File: src/rtl/muldiv_pkg.sv
// rtl/muldiv_pkg.sv - shared encodings and sizes for the mul/div sequencer
// Contents: default operand width, counter width, op encodings, FSM state encoding.
package muldiv_pkg;

    localparam int DEF_WIDTH = 32;
    localparam int CNT_W     = $clog2(DEF_WIDTH);

    localparam logic [1:0] OP_MULT  = 2'b00;
    localparam logic [1:0] OP_MULTU = 2'b01;
    localparam logic [1:0] OP_DIV   = 2'b10;
    localparam logic [1:0] OP_DIVU  = 2'b11;

    typedef enum logic [1:0] {
        S_IDLE = 2'b00,
        S_BUSY = 2'b01,
        S_DONE = 2'b10
    } state_e;

endpackage

File: src/rtl/muldiv_if.sv
// rtl/muldiv_if.sv - EX-stage request/response bundle for the mul/div sequencer
// master: EX stage (drives start/op/operands/MTHI/MTLO/flush)
// slave : muldiv_controller (drives stall/busy/done/divzero/HI/LO)
interface muldiv_if
    import muldiv_pkg::*;
#(
    parameter int WIDTH = DEF_WIDTH
) ();

    logic             EX_MulDivStart;
    logic [1:0]       EX_MulDivOp;
    logic [WIDTH-1:0] EX_OpA;
    logic [WIDTH-1:0] EX_OpB;
    logic             EX_HiWrite;
    logic             EX_LoWrite;
    logic             EX_Flush;

    logic             MulDivStall;
    logic             Busy;
    logic             Done;
    logic             DivZero;
    logic [WIDTH-1:0] HI;
    logic [WIDTH-1:0] LO;

    modport master (
        output EX_MulDivStart, EX_MulDivOp, EX_OpA, EX_OpB,
               EX_HiWrite, EX_LoWrite, EX_Flush,
        input  MulDivStall, Busy, Done, DivZero, HI, LO
    );

    modport slave (
        input  EX_MulDivStart, EX_MulDivOp, EX_OpA, EX_OpB,
               EX_HiWrite, EX_LoWrite, EX_Flush,
        output MulDivStall, Busy, Done, DivZero, HI, LO
    );

endinterface

File: src/rtl/muldiv_step.sv
// rtl/muldiv_step.sv - one combinational shift-add / restoring-divide iteration
// Ports: acc_i accumulator/remainder, opnd_i multiplicand/divisor,
//        mq_bit_i multiplier LSB (mul) or next dividend MSB (div), is_div_i op class,
//        acc_o next accumulator/remainder, bit_o product bit shifted out (mul) or quotient bit (div).
module muldiv_step
    import muldiv_pkg::*;
#(
    parameter int WIDTH = DEF_WIDTH
) (
    input  logic [WIDTH-1:0] acc_i,
    input  logic [WIDTH-1:0] opnd_i,
    input  logic             mq_bit_i,
    input  logic             is_div_i,
    output logic [WIDTH-1:0] acc_o,
    output logic             bit_o
);

    logic [WIDTH:0]   sum;
    logic [WIDTH:0]   shifted;
    logic [WIDTH-1:0] diff;
    logic             ge;

    always_comb begin
        // Multiply: add multiplicand when the multiplier LSB is set, then the
        // {acc, mq} pair shifts right by one; sum[0] becomes the new mq MSB.
        sum     = {1'b0, acc_i} + (mq_bit_i ? {1'b0, opnd_i} : {(WIDTH+1){1'b0}});
        // Divide: bring the next dividend bit into the partial remainder.
        shifted = {acc_i, mq_bit_i};
        // When shifted >= divisor the true difference is below the divisor,
        // so the low WIDTH bits of the subtraction are exact.
        diff    = shifted[WIDTH-1:0] - opnd_i;
        ge      = shifted >= {1'b0, opnd_i};
        if (is_div_i) begin
            acc_o = ge ? diff : shifted[WIDTH-1:0];
            bit_o = ge;
        end else begin
            acc_o = sum[WIDTH:1];
            bit_o = sum[0];
        end
    end

endmodule

File: src/rtl/muldiv_controller.sv
// rtl/muldiv_controller.sv - iterative MULT/MULTU/DIV/DIVU sequencer with HI/LO registers
// Ports: Clock, Reset (sync, active-high), bus (muldiv_if.slave): EX start/op/operands,
//        MTHI/MTLO writes, flush in; stall, busy, done pulse, sticky divide-by-zero, HI/LO out.
module muldiv_controller
    import muldiv_pkg::*;
#(
    parameter int WIDTH = DEF_WIDTH
) (
    input logic     Clock,
    input logic     Reset,
    muldiv_if.slave bus
);

    localparam int            CW       = $clog2(WIDTH);
    localparam logic [CW-1:0] CNT_LAST = CW'(WIDTH - 1);

    state_e           state_q, state_d;
    logic [CW-1:0]    cnt_q, cnt_d;
    logic [WIDTH-1:0] acc_q, acc_d;      // product high half / partial remainder
    logic [WIDTH-1:0] mq_q, mq_d;        // multiplier -> product low half / dividend -> quotient
    logic [WIDTH-1:0] opnd_q, opnd_d;    // multiplicand / divisor magnitude
    logic [WIDTH-1:0] hi_q, hi_d;
    logic [WIDTH-1:0] lo_q, lo_d;
    logic             is_div_q, is_div_d;
    logic             neg_res_q, neg_res_d;
    logic             neg_rem_q, neg_rem_d;
    logic             dz_q, dz_d;

    logic             start_ok;
    logic             op_div;
    logic             op_signed;
    logic             a_neg;
    logic             b_neg;
    logic [WIDTH-1:0] a_mag;
    logic [WIDTH-1:0] b_mag;
    logic             step_mq_bit;
    logic             step_bit;
    logic [WIDTH-1:0] step_acc;
    logic [WIDTH-1:0] step_mq;
    logic [2*WIDTH-1:0] prod;
    logic [2*WIDTH-1:0] prod_fix;
    logic [WIDTH-1:0] quo_fix;
    logic [WIDTH-1:0] rem_fix;

    assign start_ok  = bus.EX_MulDivStart & ~bus.EX_Flush;
    assign op_div    = (bus.EX_MulDivOp == OP_DIV) | (bus.EX_MulDivOp == OP_DIVU);
    assign op_signed = (bus.EX_MulDivOp == OP_MULT) | (bus.EX_MulDivOp == OP_DIV);
    assign a_neg     = op_signed & bus.EX_OpA[WIDTH-1];
    assign b_neg     = op_signed & bus.EX_OpB[WIDTH-1];
    // MIN_INT stays 0x80..0 after negation, which is its correct unsigned magnitude.
    assign a_mag     = a_neg ? -bus.EX_OpA : bus.EX_OpA;
    assign b_mag     = b_neg ? -bus.EX_OpB : bus.EX_OpB;

    // Multiply consumes the multiplier from the LSB; divide consumes the dividend from the MSB.
    assign step_mq_bit = is_div_q ? mq_q[WIDTH-1] : mq_q[0];

    muldiv_step #(.WIDTH(WIDTH)) u_step (
        .acc_i    (acc_q),
        .opnd_i   (opnd_q),
        .mq_bit_i (step_mq_bit),
        .is_div_i (is_div_q),
        .acc_o    (step_acc),
        .bit_o    (step_bit)
    );

    assign step_mq  = is_div_q ? {mq_q[WIDTH-2:0], step_bit} : {step_bit, mq_q[WIDTH-1:1]};

    // Sign fix-up operates on the final step's output so HI/LO commit in the last BUSY cycle.
    assign prod     = {step_acc, step_mq};
    assign prod_fix = neg_res_q ? -prod : prod;
    assign quo_fix  = neg_res_q ? -step_mq : step_mq;
    assign rem_fix  = neg_rem_q ? -step_acc : step_acc;

    always_comb begin
        state_d   = state_q;
        cnt_d     = cnt_q;
        acc_d     = acc_q;
        mq_d      = mq_q;
        opnd_d    = opnd_q;
        hi_d      = hi_q;
        lo_d      = lo_q;
        is_div_d  = is_div_q;
        neg_res_d = neg_res_q;
        neg_rem_d = neg_rem_q;
        dz_d      = dz_q;

        case (state_q)
            S_IDLE: begin
                if (start_ok) begin
                    dz_d      = 1'b0;
                    is_div_d  = op_div;
                    neg_res_d = a_neg ^ b_neg;
                    neg_rem_d = a_neg;
                    acc_d     = '0;
                    cnt_d     = CNT_LAST;
                    if (op_div) begin
                        mq_d   = a_mag;
                        opnd_d = b_mag;
                        if (bus.EX_OpB == '0) begin
                            hi_d    = bus.EX_OpA;
                            lo_d    = '1;
                            dz_d    = 1'b1;
                            state_d = S_DONE;
                        end else begin
                            state_d = S_BUSY;
                        end
                    end else begin
                        mq_d    = b_mag;
                        opnd_d  = a_mag;
                        state_d = S_BUSY;
                    end
                end else if (!bus.EX_MulDivStart) begin
                    // A raw Start (even a flushed one) blocks MTHI/MTLO in the same cycle.
                    if (bus.EX_HiWrite) hi_d = bus.EX_OpA;
                    if (bus.EX_LoWrite) lo_d = bus.EX_OpA;
                end
            end

            S_BUSY: begin
                if (bus.EX_Flush) begin
                    state_d = S_IDLE;
                    cnt_d   = '0;
                end else begin
                    acc_d = step_acc;
                    mq_d  = step_mq;
                    if (cnt_q == '0) begin
                        if (is_div_q) begin
                            hi_d = rem_fix;
                            lo_d = quo_fix;
                        end else begin
                            hi_d = prod_fix[2*WIDTH-1:WIDTH];
                            lo_d = prod_fix[WIDTH-1:0];
                        end
                        state_d = S_DONE;
                    end else begin
                        cnt_d = cnt_q - 1'b1;
                    end
                end
            end

            S_DONE: begin
                // The finishing instruction is still in EX here, so Start is ignored.
                state_d = S_IDLE;
            end

            default: begin
                state_d = S_IDLE;
            end
        endcase
    end

    always_ff @(posedge Clock) begin
        if (Reset) begin
            state_q   <= S_IDLE;
            cnt_q     <= '0;
            acc_q     <= '0;
            mq_q      <= '0;
            opnd_q    <= '0;
            hi_q      <= '0;
            lo_q      <= '0;
            is_div_q  <= 1'b0;
            neg_res_q <= 1'b0;
            neg_rem_q <= 1'b0;
            dz_q      <= 1'b0;
        end else begin
            state_q   <= state_d;
            cnt_q     <= cnt_d;
            acc_q     <= acc_d;
            mq_q      <= mq_d;
            opnd_q    <= opnd_d;
            hi_q      <= hi_d;
            lo_q      <= lo_d;
            is_div_q  <= is_div_d;
            neg_res_q <= neg_res_d;
            neg_rem_q <= neg_rem_d;
            dz_q      <= dz_d;
        end
    end

    // Combinational so the start cycle itself holds the pipeline.
    assign bus.MulDivStall = ((state_q == S_IDLE) & start_ok) | (state_q == S_BUSY);
    assign bus.Busy        = (state_q == S_BUSY);
    assign bus.Done        = (state_q == S_DONE);
    assign bus.DivZero     = dz_q;
    assign bus.HI          = hi_q;
    assign bus.LO          = lo_q;

endmodule

File: src/flat_wrapper.sv
// flat-port wrapper written by rule: the top's interface ports become plain ports
module muldiv_controller_flat import muldiv_pkg::*;
#(
    parameter int WIDTH = DEF_WIDTH
)
  (Clock, Reset, bus_EX_MulDivStart, bus_EX_MulDivOp, bus_EX_OpA, bus_EX_OpB, bus_EX_HiWrite, bus_EX_LoWrite, bus_EX_Flush, bus_MulDivStall, bus_Busy, bus_Done, bus_DivZero, bus_HI, bus_LO);
  muldiv_if #(.WIDTH(WIDTH)) bus_i ();
  input logic Clock;
  input logic Reset;
  input wire logic [$bits(bus_i.EX_MulDivStart)-1:0] bus_EX_MulDivStart;
  input wire logic [$bits(bus_i.EX_MulDivOp)-1:0] bus_EX_MulDivOp;
  input wire logic [$bits(bus_i.EX_OpA)-1:0] bus_EX_OpA;
  input wire logic [$bits(bus_i.EX_OpB)-1:0] bus_EX_OpB;
  input wire logic [$bits(bus_i.EX_HiWrite)-1:0] bus_EX_HiWrite;
  input wire logic [$bits(bus_i.EX_LoWrite)-1:0] bus_EX_LoWrite;
  input wire logic [$bits(bus_i.EX_Flush)-1:0] bus_EX_Flush;
  output wire logic [$bits(bus_i.MulDivStall)-1:0] bus_MulDivStall;
  output wire logic [$bits(bus_i.Busy)-1:0] bus_Busy;
  output wire logic [$bits(bus_i.Done)-1:0] bus_Done;
  output wire logic [$bits(bus_i.DivZero)-1:0] bus_DivZero;
  output wire logic [$bits(bus_i.HI)-1:0] bus_HI;
  output wire logic [$bits(bus_i.LO)-1:0] bus_LO;
  assign bus_i.EX_MulDivStart = bus_EX_MulDivStart;
  assign bus_i.EX_MulDivOp = bus_EX_MulDivOp;
  assign bus_i.EX_OpA = bus_EX_OpA;
  assign bus_i.EX_OpB = bus_EX_OpB;
  assign bus_i.EX_HiWrite = bus_EX_HiWrite;
  assign bus_i.EX_LoWrite = bus_EX_LoWrite;
  assign bus_i.EX_Flush = bus_EX_Flush;
  assign bus_MulDivStall = bus_i.MulDivStall;
  assign bus_Busy = bus_i.Busy;
  assign bus_Done = bus_i.Done;
  assign bus_DivZero = bus_i.DivZero;
  assign bus_HI = bus_i.HI;
  assign bus_LO = bus_i.LO;
  muldiv_controller #(.WIDTH(WIDTH)) u_core (.Clock(Clock), .Reset(Reset), .bus(bus_i));
endmodule
File: config.mk
export PLATFORM = sky130hd
export DESIGN_NAME = muldiv_controller_flat
export DESIGN_NICKNAME = d
export VERILOG_FILES = /design/src/rtl/muldiv_pkg.sv /design/src/rtl/muldiv_if.sv /design/src/rtl/muldiv_step.sv /design/src/rtl/muldiv_controller.sv /design/src/flat_wrapper.sv
export SDC_FILE = /design/constraint.sdc
export NUM_CORES = 1
export LEC_CHECK = 0
export ABC_AREA = 1
export CELL_PAD_IN_SITES_DETAIL_PLACEMENT = 0
export CELL_PAD_IN_SITES_GLOBAL_PLACEMENT = 1
export CORE_UTILIZATION = 41
export DETAILED_ROUTE_END_ITERATION = 7
export MAX_ROUTING_LAYER = met4
export PLACE_DENSITY = 0.81
export SLEW_MARGIN = 20
export SYNTH_ARGS = -nofsm -noshare
export SYNTH_HDL_FRONTEND = slang
export SYNTH_SLANG_ARGS = --single-unit
File: constraint.sdc
create_clock -name Clock -period 6.15 [get_ports Clock]
set_input_delay 0.9225 -clock Clock [delete_from_list [all_inputs] [get_ports Clock]]
set_output_delay 0.9225 -clock Clock [all_outputs]
set_load 0.01 [all_outputs]
==> results.md, run 1 <==
* Status: complete, no violations
* First-pass GRT wire length at 126,000 um
* TritonCTS clock tree: yes
* Vias at 21,700
* Critical Path Max Stage Delay at 0.42 ns
* WL/cell at 22.4 um
* Initial antenna violation count at 0
* First drt pass iteration count at 6
* Final Hold Fails at 0
* Worst r2r src: u_core.mq_q[0]
* WP data arrival at 5.50 ns
* Initial DRC Count at 2,318
* Die height at 210 um
* Distinct cells, synth at 56
* Cell Int Power at 2.38 mW
* Synthesized area per cell at 5.60 sq um
* Core Box Area at 42,300 sq um
* Port bufs at 139
* Final net count at 3,371
* IO Count at 140
* Setup Skew at 0.0180 ns
* Critical Path RT at 6.52 ns
* Setup ws final at 1.02 ns
* Fraction of the yosys area taken by sequential cells at 19.3%
* Type of origin of the critical path: flop
* Seq cells post-synth at 171
* RSZ-0062 raised after global routing: false
* Period utilization at 83.4%
* Post-cts repair resize count at 0
* Worst reg-to-reg setup slack at 1.02 ns
* Post-synth EDFFs at 0
* Setup TNS at 0 ns
* Worst reg2reg path endpoint: u_core.bus.HI[28]
* Post-synth ARST share at 0%
* GRT overflow at 0
* Min Tclk post-route at 5.13 ns
* Share of cells above drive strength 1 at 4.79%
* Hold Startpoint: u_core.bus.HI[28]
* DR DRC count at 0
* Sw frac at 46.0%
* Crit end category: flop
* Hold-fix buffers, CTS at 0
* Htree depth at 4
* Power Total at 4.40 mW
* Die ar. at 44,200 sq um
* Finished Layout Cells at 3,816
* Cells after synthesis at 3,171
* WHS Path Cells at 2
* CP max stage cell: ha_1
* Footprint of the multi-input gates at 12,200 sq um
* Slew @ Worst Pin at 1.04 ns
* Clock Latency Late Sink at 0.51 ns
* Top FF cell, synth: dfxtp_1
* Die width at 210 um
* Final GP Congestion at 1.07
* Max Freq at 195 MHz
* Synthesis-to-layout area growth at 13.2%
* Max Slew Vio Count at 0
* CTS root buf: clkbuf_16
* Clk pwr share at 26.7%
* Peak supply drop at 0.190 mV
* Leakage Power at 9.75 nW
* Placed cell count at 3,784
* PwrDens at 219 nW/um^2
* Hold slack final at 0.467 ns
* Post-Syn Area at 17,800 sq um
* CTS Buf Count at 17
* Hold WC Path Type: flop to flop
* Cell mode on critical path: nand2_1
* Worst setup path category: flop to flop
* Fillers at 4,667
* Vias in the first global route at 20,200
* Post-placement setup slack at 1.31 ns
* Worst Path Max Fanout at 11
* CTS Sinks at 171
* Vias per cell at 5.69
* Syn_nets at 3,316
* Hpwl dp at 67,700 um
* Post-CTS Setup Inserts at 0
* Final Setup Violations at 0
* Depth of the most critical reg-to-reg path at 29
* Ys Warns at 0
* Post-DRT Antenna Nets at 0
* Post-detailed-routing wire length at 85,500 um
* WHS Endpoint: u_core.bus.HI[28]
* # diodes at 0
* Clk pin slew, worst setup/hold paths at 0.08 ns
* # rows at 75
* Switch Pwr at 2.02 mW
* CTS max path bufs at 2
* Max-cap violation count at 0
* GRT Util Overall at 39.6%
* Worst slew margin at 30.8%
* Register Area at 3430 sq um
* Largest net degree at the start of global routing at 77
* Gate power share at 44.9%
* Sequential share of power at 28.4%
* Starting density of the core at 42.0%
==> cells in the final DEF, fill, tap and decap left out, types with 31 or more instances in the layout <==
cell type and count:
a21oi_1 237, clkdlybuf4s50_1 138, dfxtp_1 170, ha_1 71, inv_1 421, nand2_1 990
nand3_1 229, nand4_1 57, nor2_1 318, nor3_1 31, o211ai_1 35, o21ai_0 183
xor2_1 65
==> registers in the layout, indices dropped and copies added (netlist names) <==
signal,cells
u_core.bus.LO,32
u_core.neg_res_q,1
u_core.opnd_q,32
u_core.acc_q,32
u_core.mq_q,32
u_core.neg_rem_q,1
u_core.bus.HI,32
u_core.bus.DivZero,1
u_core.cnt_q,5
u_core.is_div_q,1
u_core.state_q,2
==> cell type report <==
cell class / instances / area share [%]
multi-input combinational: 2442 / 60.5
sequential: 171 / 17.0
inverter: 429 / 8.01
timing repair buffer: 165 / 7.88
tap: 577 / 3.59
clock buffer: 19 / 2.20
clock inverter: 13 / 0.747
==> stage by stage <==
step                      util, %  instance area (sq um)
after floorplan                 -                  17800
after global placement       46.1                  19500
after detailed placement     46.1                  19500
after CTS                    47.5                  20100
after global routing         47.5                  20100
final                        47.5                  20100
==> worst max-delay path: cells and delay by family (launching register included) <==
family	cells	cell delay [ns]
adders and majority gates	2	0.65
DFF	1	0.37
and+or+nand+nor	22	3.01
AOI/OAI and AO/OA	3	0.71
buffers and inverters	2	0.23
==> worst max-delay path by stage <==
stage          depth (start not counted)                 to       startpoint  slack, ns
2_1_floorplan                         35  u_core.bus.HI[28]  u_core.is_div_q       1.77
3_3_place_gp                          23  u_core.bus.HI[17]   u_core.mq_q[0]       1.30
3_5_place_dp                          29  u_core.bus.HI[28]   u_core.mq_q[0]       1.31
4_1_cts                               29  u_core.bus.HI[28]   u_core.mq_q[0]       1.28
5_1_grt                               29  u_core.bus.HI[28]   u_core.mq_q[0]       0.72
6_report                              29  u_core.bus.HI[28]   u_core.mq_q[0]       1.02
==> power groups by stage <==
stage                     Combinational, mW  Clock [mW]  Sequential (mW)
after floorplan                        1.22           0             1.28
after global routing                   2.14        1.22             1.26
after CTS                              1.92        1.18             1.25
final                                  1.98        1.17             1.25
after detailed placement               1.92           0             1.27
after global placement                 1.92           0             1.27
==> cell families after synthesis <==
family | Yosys count | share of synthesized area [%]
and+or+nand+nor | 1727 | 41.4
xor gates and xnor gates | 81 | 3.99
buffers and inverters | 558 | 12.4
DFF | 171 | 19.3
AOI/OAI and AO/OA | 561 | 17.8
adders and majority gates | 73 | 5.23
==> layer usage <==
| layer | share of wire, % | vias to the layer above | global-route usage [%] |
|---|---|---|---|
| li1 | - | 10400 | - |
| met1 | 40 | 10100 | 47.8 |
| met2 | 45 | 1079 | 61.3 |
| met3 | 8.2 | 227 | 5.86 |
| met4 | 7.5 | 0 | 26.8 |
| met5 | 0 | - | - |
==> cell usage after synthesis, types with 16 or more instances <==
cell / number / area share (%)
nand2_1: 990 / 21
inv_1: 421 / 8.9
nor2_1: 322 / 6.8
a21oi_1: 237 / 6.7
nand3_1: 229 / 6.5
o21ai_0: 183 / 5.2
dfxtp_1: 171 / 19
clkbuf_1: 92 / 1.9
ha_1: 71 / 5.0
xor2_1: 65 / 3.2
nand4_1: 57 / 2.0
o211ai_1: 35 / 1.5
nor3_1: 31 / 0.87
nor2_2: 26 / 0.92
a31oi_1: 24 / 0.85
xnor2_1: 16 / 0.79
No activity file was read; power rests on OpenSTA's default activity.
==> run 2: changes to the inputs <==
==> constraint.sdc (replaced) <==
create_clock -name Clock -period 4.9 [get_ports Clock]
set_input_delay 0.735 -clock Clock [delete_from_list [all_inputs] [get_ports Clock]]
set_output_delay 0.735 -clock Clock [all_outputs]
set_load 0.01 [all_outputs]
==> run 2 against run 1 <==
Against the previous run: total power rose by 30%; global-route usage grew 0.73 points; fmax up 11%; final area is 2.4% higher; wire length rose by 1.3%; sequential share of layout area fell by 0.41 points; die area unchanged; via count increased by 0.86%; final cell count increased by 1.4%; critical path type unchanged; largest cell class unchanged.
==> results.md, run 2 (synthesis gave the netlist of run 1 again) <==
* Hold-fix buffers, CTS at 0 (unchanged)
* Worst slew margin at 32.0% (was 30.8%)
* Commonest non-fill, non-tap cells in the layout: nand2_1 (990), inv_1 (421), nor2_1 (316) (was nand2_1 (990), inv_1 (421), nor2_1 (318))
* Vias per cell at 5.66 (was 5.69)
* Core Util, Final at 48.7% (was 47.5%)
* Hold WC Path Type: flop to flop (unchanged)
* CP max stage cell: nor2_1 (was ha_1)
* Crit path buffers/inverters at 4 (was 2)
* Cell mode on critical path: nand2_1 (unchanged)
* Initial antenna violation count at 0 (unchanged)
* Clock Latency Late Sink at 0.51 ns (about the same)
* Status: complete, no violations (unchanged)
* GRT Util Overall at 40.4% (was 39.6%)
* Max Freq at 216 MHz (was 195 MHz)
* DR DRC count at 0 (unchanged)
* Core Box Area at 42,300 sq um (unchanged)
* Final Setup Violations at 0 (unchanged)
* Max Slew Vio Count at 0 (unchanged)
* Setup TNS at 0 ns (unchanged)
* CTS Sinks at 171 (unchanged)
* Metal-1 WL at 35,600 um (was 34,000 um)
* WP data arrival at 5.00 ns (was 5.50 ns)
* Post-CTS Setup Inserts at 0 (unchanged)
* Post-DRT Antenna Nets at 0 (unchanged)
* IO Count at 140 (unchanged)
* Slew @ Worst Pin at 1.02 ns (was 1.04 ns)
* Die ar. at 44,200 sq um (unchanged)
* Final GP Congestion at 1.11 (was 1.07)
* Worst Path Max Fanout at 31 (was 11)
* Die width at 210 um (unchanged)
* Met2 wire len at 38,400 um (was 38,000 um)
* Type of origin of the critical path: flop (unchanged)
* Period utilization at 94.3% (was 83.4%)
* Post-detailed-routing wire length at 86,600 um (was 85,500 um)
* Starting density of the core at 42.0% (unchanged)
* CTS max path bufs at 2 (unchanged)
* Vias at 21,900 (was 21,700)
* Post-cts repair resize count at 0 (unchanged)
* Port bufs at 139 (unchanged)
* Clk pin slew, worst setup/hold paths at 0.08 ns (about the same)
* Placed cell count at 3,837 (was 3,784)
* Crit end category: flop (unchanged)
* Fillers at 4,591 (was 4,667)
* PwrDens at 277 nW/um^2 (was 219 nW/um^2)
* First drt pass iteration count at 6 (unchanged)
* Worst path top cell family by delay: simple AND/OR/NAND/NOR gates (unchanged)
* Vias in the first global route at 20,700 (was 20,200)
* Peak supply drop at 0.251 mV (was 0.190 mV)
* Top sig layer: met4 (unchanged)
* Share of cells above drive strength 1 at 6.35% (was 4.79%)
* Post-placement setup slack at 0.266 ns (was 1.31 ns)
* Finished Layout Cells at 3,870 (was 3,816)
* TritonCTS clock tree: yes (unchanged)
* WL/cell at 22.4 um (about the same)
* Most common cell after layout, fill and taps aside: nand2_1 (unchanged)
* Critical Path RT at 5.28 ns (was 6.52 ns)
* Setup Skew at 0.0161 ns (was 0.0180 ns)
* Hpwl dp at 69,200 um (was 67,700 um)
* Max-cap violation count at 0 (unchanged)
* Critical Path Max Stage Delay at 0.40 ns (was 0.42 ns)
* CTS Buf Count at 17 (unchanged)
* Final Hold Fails at 0 (unchanged)
* Worst setup path category: flop to flop (unchanged)
* Min Tclk post-route at 4.62 ns (was 5.13 ns)
* Die height at 210 um (unchanged)
* Synthesis-to-layout area growth at 16.0% (was 13.2%)
* Initial DRC Count at 2,550 (was 2,318)
* Largest net degree at the start of global routing at 67 (was 77)
* Setup ws final at 0.277 ns (was 1.02 ns)
* CTS root buf: clkbuf_16 (unchanged)
* GRT overflow at 0 (unchanged)
* Met3 WL post-DR at 6790 um (was 6970 um)
* RSZ-0062 raised after global routing: false (unchanged)
* Final net count at 3,424 (was 3,371)
* Leakage Power at 10.1 nW (was 9.75 nW)
* # rows at 75 (unchanged)
* First-pass GRT wire length at 128,000 um (was 126,000 um)
* Htree depth at 4 (unchanged)
run 2: cell types whose count changed in the layout (fill, tap and decap cells not counted), moves of 2 or more:
cell,delta
nor2_2,+2
bufinv_16,+3
nor2_1,-2
clkinv_4,-2
buf_12,+2
buf_4,+51
run 2: path summary, 6_finish.rpt:
| check | from | to | slack [ns] | depth (start not counted) |
|---|---|---|---|---|
| min reg2reg | u_core.bus.HI[23] | u_core.bus.HI[23] | 0.46 | 2 |
| max | u_core.opnd_q[5] | u_core.bus.HI[26] | 0.28 | 26 |
| min | u_core.bus.HI[23] | u_core.bus.HI[23] | 0.46 | 2 |
| max reg2reg | u_core.opnd_q[5] | u_core.bus.HI[26] | 0.28 | 26 |
run 2: worst reg2reg max path: cells and delay by family (launching register included):
kind,cells,cell delay [ns]
adder cells (fa/ha/maj),2,0.60
flip-flops,1,0.35
AO/OA/AOI/OAI,3,0.51
buffers and inverters,4,0.69
AND/OR/NAND/NOR,17,2.34
run 2: stage by stage:
step | hold WS, ns | cell area (sq um) | total power [mW]
floorplan | 0.445 | 17800 | 3.14
global placement | 0.452 | 19900 | 4.05
detailed placement | 0.455 | 19900 | 4.05
CTS | 0.467 | 20600 | 5.65
global route | 0.479 | 20600 | 5.98
finish | 0.464 | 20600 | 5.70
run 2: area by class of cell:
| type | instances | area, sq um | share of cell area (%) |
|---|---|---|---|
| well taps | 577 | 722 | 3.50 |
| clock inverters | 12 | 199 | 0.966 |
| inverters | 429 | 1610 | 7.82 |
| multi-input cells | 2442 | 12200 | 59.2 |
| clock buffers | 20 | 447 | 2.17 |
| diodes | 1 | 2.50 | 0.0121 |
| flip-flops and latches | 171 | 3430 | 16.6 |
| repair buffers | 218 | 2010 | 9.74 |
run 2: metal layers:
metal / vias to the layer above / GRT usage [%]
li1: 10400 / -
met4: 0 / 24.7
met2: 1103 / 62.7
met5: - / -
met3: 246 / 6.06
met1: 10100 / 49.3
run 2: report_power, final:
part	total [mW]	internal, mW	switching, mW	leakage [nW]
Clock	1.60	0.884	0.717	0.314
Combinational	2.53	0.792	1.74	8.34
Sequential	1.57	1.50	0.0692	1.40
